==> src/rtl/cups_pkg.sv <==
// Shared branch-control definitions: opcode encodings, controller states, default PC width.
package cups_pkg;

   localparam int PC_W_DEF = 16;

   localparam logic [3:0] OP_HALT = 4'b0000;
   localparam logic [3:0] OP_BLT  = 4'b0100;
   localparam logic [3:0] OP_BGT  = 4'b0101;
   localparam logic [3:0] OP_BEQ  = 4'b0110;
   localparam logic [3:0] OP_JMP  = 4'b1100;

   // Value of the flush counter in the final squash cycle (two cycles total).
   localparam logic [1:0] FLUSH_LAST = 2'd1;

   typedef enum logic [1:0] {
      ST_RUN   = 2'd0,
      ST_FLUSH = 2'd1,
      ST_HALT  = 2'd2
   } state_t;

   function automatic logic is_cond_br(input logic [3:0] op);
      return (op == OP_BLT) || (op == OP_BGT) || (op == OP_BEQ);
   endfunction

endpackage

==> src/rtl/branch_ctrl.sv <==
// Fetch PC sequencer: resolves branches/jumps/halt from ID and squashes IF/ID for 2 cycles on redirect.
// Latency: decision to pc update is one edge; br only reaches pc through a register.
// Backpressure: stall holds pc/state/count in RUN; ignored while flushing; HALT exits only by reset.
module branch_ctrl
   import cups_pkg::*;
#(
   parameter int PC_W = PC_W_DEF
) (
   input  logic            clk,
   input  logic            rst_n,
   input  logic            id_valid,
   input  logic [3:0]      id_op,
   input  logic [PC_W-1:0] id_pc,
   input  logic [7:0]      id_off,
   input  logic [PC_W-1:0] jmp_tgt,
   input  logic            br,
   input  logic            stall,
   output logic [PC_W-1:0] pc,
   output logic            if_en,
   output logic            flush,
   output logic            busy,
   output logic [15:0]     tkn_cnt
);

   state_t          state, state_d;
   logic [1:0]      fcnt, fcnt_d;
   logic            started;
   logic            decide, is_jmp, redirect, halt_req;
   logic [PC_W-1:0] off_ext, br_tgt, pc_d;

   // started is low only during the first cycle out of reset, when pc=0 is being fetched.
   assign decide   = (state == ST_RUN) && started && !stall && id_valid;
   assign is_jmp   = (id_op == OP_JMP);
   assign redirect = decide && (is_jmp || (is_cond_br(id_op) && br));
   assign halt_req = decide && (id_op == OP_HALT);
   assign off_ext  = {{(PC_W-8){id_off[7]}}, id_off};
   assign br_tgt   = id_pc + {{(PC_W-1){1'b0}}, 1'b1} + off_ext;

   always_ff @(posedge clk or negedge rst_n) begin
      if (!rst_n) begin
         state   <= ST_RUN;
         fcnt    <= 2'd0;
         started <= 1'b0;
      end else begin
         state   <= state_d;
         fcnt    <= fcnt_d;
         started <= 1'b1;
      end
   end

   always_comb begin
      state_d = state;
      fcnt_d  = fcnt;
      case (state)
         ST_RUN: begin
            if (redirect) begin
               state_d = ST_FLUSH;
               fcnt_d  = 2'd0;
            end else if (halt_req) begin
               state_d = ST_HALT;
            end
         end
         ST_FLUSH: begin
            if (fcnt == FLUSH_LAST) begin
               state_d = ST_RUN;
               fcnt_d  = 2'd0;
            end else begin
               fcnt_d = fcnt + 2'd1;
            end
         end
         ST_HALT: state_d = ST_HALT;
         default: state_d = ST_RUN;
      endcase
   end

   always_comb begin
      busy  = (state != ST_RUN);
      flush = (state == ST_FLUSH);
      if_en = started && (state != ST_HALT);
   end

   always_comb begin
      pc_d = pc;
      case (state)
         ST_RUN: begin
            if (started && !stall) begin
               if (redirect) pc_d = is_jmp ? jmp_tgt : br_tgt;
               else          pc_d = pc + {{(PC_W-1){1'b0}}, 1'b1};
            end
         end
         ST_FLUSH: pc_d = pc + {{(PC_W-1){1'b0}}, 1'b1};
         default:  pc_d = pc;
      endcase
   end

   always_ff @(posedge clk or negedge rst_n) begin
      if (!rst_n) begin
         pc      <= '0;
         tkn_cnt <= 16'd0;
      end else begin
         pc <= pc_d;
         if (redirect && (tkn_cnt != 16'hFFFF)) tkn_cnt <= tkn_cnt + 16'd1;
      end
   end

endmodule

==> config.mk <==
export PLATFORM = sky130hd
export DESIGN_NAME = branch_ctrl
export DESIGN_NICKNAME = d
export VERILOG_FILES = /design/src/rtl/cups_pkg.sv /design/src/rtl/branch_ctrl.sv
export SDC_FILE = /design/constraint.sdc
export NUM_CORES = 1
export LEC_CHECK = 0
export BUFFER_PORTS_ARGS = -buffer_cell sky130_fd_sc_hd__clkbuf_2
export CORE_UTILIZATION = 45
export CTS_BUF_LIST = sky130_fd_sc_hd__clkbuf_4
export CTS_CLUSTER_DIAMETER = 200
export CTS_CLUSTER_SIZE = 24
export DETAILED_ROUTE_END_ITERATION = 8
export PLACE_DENSITY = 0.72
export SLEW_MARGIN = 40
export SYNTH_ARGS = -nofsm -noshare
export SYNTH_HDL_FRONTEND = slang
export SYNTH_SLANG_ARGS = --single-unit
==> constraint.sdc <==
create_clock -name clk -period 3 [get_ports clk]
set_input_delay 0.6 -clock clk [delete_from_list [all_inputs] [get_ports clk]]
set_output_delay 0.6 -clock clk [all_outputs]
set_load 0.1 [all_outputs]
==> run_results.csv <==
group,metric,value,unit
worst_setup_path,endpoint_kind,"flop",
pwr,power_density,687,nW/um2
cts,cts_htree_levels,2,
logic_synthesis,synth_warnings,0,
sta,tightest_slew,655,ps
logic_synthesis,ys_types,59,
floorplan,die-height,81.6,um
grt,antenna_found_initial,0,
grt,top_usage_layer,"met2",
sta,slew_headroom,56.4,%
worst_setup_path,path_class,"input pin to flop",
floorplan,fp-row-count,28,
pwr,power.switching,0.00124,W
sta,setup_viol,0,
cts,tritoncts,"built",
cts,cts-resized-gates,0,
detailed_routing,drt_iter0_markers,137,
sta,maxSlewViolCount,0,
pwr,p_leak,1.60,nW
worst_setup_path,slowest_delay,390,ps
worst_setup_path,cp_slowest_cell,"fa_1",
logic_synthesis,netlist_area,2850,um2
detailed_routing,num_vias,2782,
grt,grt_max_degree,38,
grt,met3_usage,3.44,%
detailed_routing,wire_per_inst,14.3,um
worst_setup_path,path_cells,"clkbuf_2, inv_1, ha_1, inv_1, fa_1, a21o_2, a311oi_2, nor3_1, o31a_1, mux2_4, o21ai_1",
logic_synthesis,synth_nets,400,
worst_setup_path,path_max_fanout,3,
placement,portBuffers,83,
cts,cts.sinks,37,
sta,clock-skew-final,21.0,ps
logic_synthesis,syn_inst,333,
cts,cts_buffer_depth,2,
worst_setup_path,critPathArrivalTime,2770,ps
grt,grt_first_pass_wirelength,11700,um
logic_synthesis,synth.avg_cell_area,8.56,um2
flow_run,cap_violations,0,
worst_setup_path,startpoint_type,"input pin",
sta,finalCriticalPeriod,2490,ps
grt,grt_use_total,22.5,%
placement,gp_congestion,0.891,
pwr,power_frac_comb,51.5,%
cts,ctsHoldBuffers,0,
logic_synthesis,synth-edff-count,0,
layout,n_fill_cell,558,
logic_synthesis,synth.ff_latch_count,37,
logic_synthesis,synthFlopType,"dfrtp_1",
cts,cts-root-buf,"clkbuf_4",
pwr,p_total,0.00236,W
worst_hold_path,hold_path.class,"input pin to asynchronous set/reset pin",
floorplan,core,6030,um2
pwr,seq_power_share,30.0,%
detailed_routing,wirelength,7020,um
detailed_routing,drc_errors,0,
sta,fmax,402,MHz
detailed_routing,antenna_left,0,
sta,finalSetupTns,0,ps
detailed_routing,drt_first_pass_iters,4,
grt,grt_pass1_vias,2618,
logic_synthesis,ys_async_sr_fraction,100,%
floorplan,start_util,47.3,%
layout,antenna_cells,0,
cts,cts_made_buffers,5,
pwr,p_int,0.00112,W
pwr,switching_share,52.4,%
layout,nNetsFinal,481,
cts,post-cts-setup-buffers,0,
logic_synthesis,synth_seq_area_share,32.5,%
worst_setup_path,crit_top_cell,"inv_1",
sta,finalCritPeriodShare,82.9,%
grt,met2_usage,39.4,%
detailed_routing,drt-vias-per-instance,5.68,
floorplan,dieArea,6650,um2
cts,clk_latency,360,ps
floorplan,num_io_pins,84,
sta,rsz0062_at_grt,"false",
floorplan,die_w,81.6,um
grt,use_met1,28.1,%
run_status,status,"complete, no violations",
worst_setup_path,critPathRequiredTime,3280,ps
layout,area_growth,20.6,%
layout,drive_above_1_share,25.8,%
sta,hold_viol_final,0,
cts,clkSlewWorstSetupHoldPaths,130,ps
pwr,clkPwrFrac,18.4,%
placement,dp_hpwl,5470,um
pwr,ir_drop,0.455,mV
grt,gr-total-overflow,0,
==> worst paths after layout <==
check,start,endpoint,slack [ps],cells after the start
max,id_off[0],pc[12],510,11
min,rst_n,tkn_cnt[6],220,1
max reg2reg,tkn_cnt[6],tkn_cnt[1],880,5
min reg2reg,tkn_cnt[5],tkn_cnt[5],500,1
max in group asynchronous,rst_n,tkn_cnt[10],2420,1
min in group clk,jmp_tgt[7],pc[7],500,3
==> Yosys cell counts, types with 6 or more instances <==
cell type	n	area share (%)
dfrtp_1	37	32
and3_1	10	2.2
a21oi_1	31	5.4
xnor2_1	24	7.4
nand4_1	12	2.6
o22ai_1	6	1.3
nand3_1	15	2.6
nor2_1	28	3.7
nand2_1	31	4.1
a31oi_1	9	2.0
o21ai_0	12	2.1
inv_1	8	1.1
ha_1	17	7.5
buf_2	7	1.2
a211oi_1	7	1.8
==> flip-flops by register name, summed over array words and instances, names as in the netlist <==
| signal | cells |
|---|---|
| started | 1 |
| tkn_cnt | 16 |
| pc | 16 |
| fcnt | 2 |
| state | 2 |
==> logic make-up after synthesis <==
| kind of cell | Yosys count | synth area share, % |
|---|---|---|
| AND/OR/NAND/NOR | 126 | 23.4 |
| AO/OA/AOI/OAI | 97 | 22.1 |
| flip-flops | 37 | 32.5 |
| XOR/XNOR | 28 | 8.61 |
| buffers and inverters | 22 | 3.47 |
| adder cells (fa/ha/maj) | 18 | 8.17 |
| multiplexers | 4 | 1.62 |
| other | 1 | 0.132 |
==> placed cells by master (no fill, tap or decap), types with 4 or more instances in the layout <==
master	synthesis	layout
xnor2_1	24	24
o21ai_0	12	12
a31oi_1	9	9
buf_4	2	5
nand3_1	15	15
dfrtp_1	37	37
and4_1	4	4
a21oi_1	31	31
and2_1	4	4
and3_1	10	10
nand2b_1	4	4
nand2_1	31	31
a311oi_1	4	4
a211oi_1	7	7
inv_1	8	8
clkbuf_2	0	82
nor2_1	28	28
ha_1	17	17
xor2_1	4	4
o22ai_1	6	6
clkbuf_4	0	6
nand4_1	12	12
==> through the flow <==
| stage | utilization, % | worst slack (ps) | hold slack [ps] | cells | cell area, um2 |
|---|---|---|---|---|---|
| after detailed placement | 55.3 | 155 | 486 | 482 | 3330 |
| final | 57.0 | 514 | 220 | 490 | 3440 |
| after global placement | 55.3 | 254 | 480 | 482 | 3330 |
| after global routing | 57.0 | 396 | 244 | 490 | 3440 |
| after floorplan | - | 439 | 304 | 333 | 2850 |
| after CTS | 57.0 | 518 | 228 | 490 | 3440 |
==> metal layers <==
metal | share of wire, % | wire [um] | up-vias
met5 | 0 | 0 | -
li1 | - | - | 1401
met2 | 49 | 3410 | 75
met4 | 1.3 | 88 | 0
met1 | 46 | 3250 | 1298
met3 | 3.9 | 272 | 8
==> critical path, delay by kind of cell <==
kind	cells	cell delay, ps
AOI/OAI and AO/OA	4	1000
adders and majority gates	2	560
buffers and inverters	3	190
muxes	1	300
and+or+nand+nor	1	110
==> cell type report <==
type                            instances  area (um2)  share of cell area, %
Clock inverter                          3        65.1                   1.89
Timing Repair Buffer                   88         455                   13.3
Inverter                                8        30.0                  0.874
Clock buffer                            5        37.5                   1.09
Tap cell                               75        93.8                   2.73
Sequential cell                        37         926                   26.9
Multi-Input combinational cell        274        1830                   53.2
==> power by group through the flow <==
stage | clock [W] | combinational [W] | sequential (W)
after floorplan | 0 | 0.000404 | 0.00129
after global placement | 0 | 0.00120 | 0.000712
after detailed placement | 0 | 0.00122 | 0.000715
after CTS | 0.000446 | 0.00122 | 0.000706
after global routing | 0.000464 | 0.00129 | 0.000726
final | 0.000435 | 0.00122 | 0.000709
No activity file was read; power rests on OpenSTA's default activity.
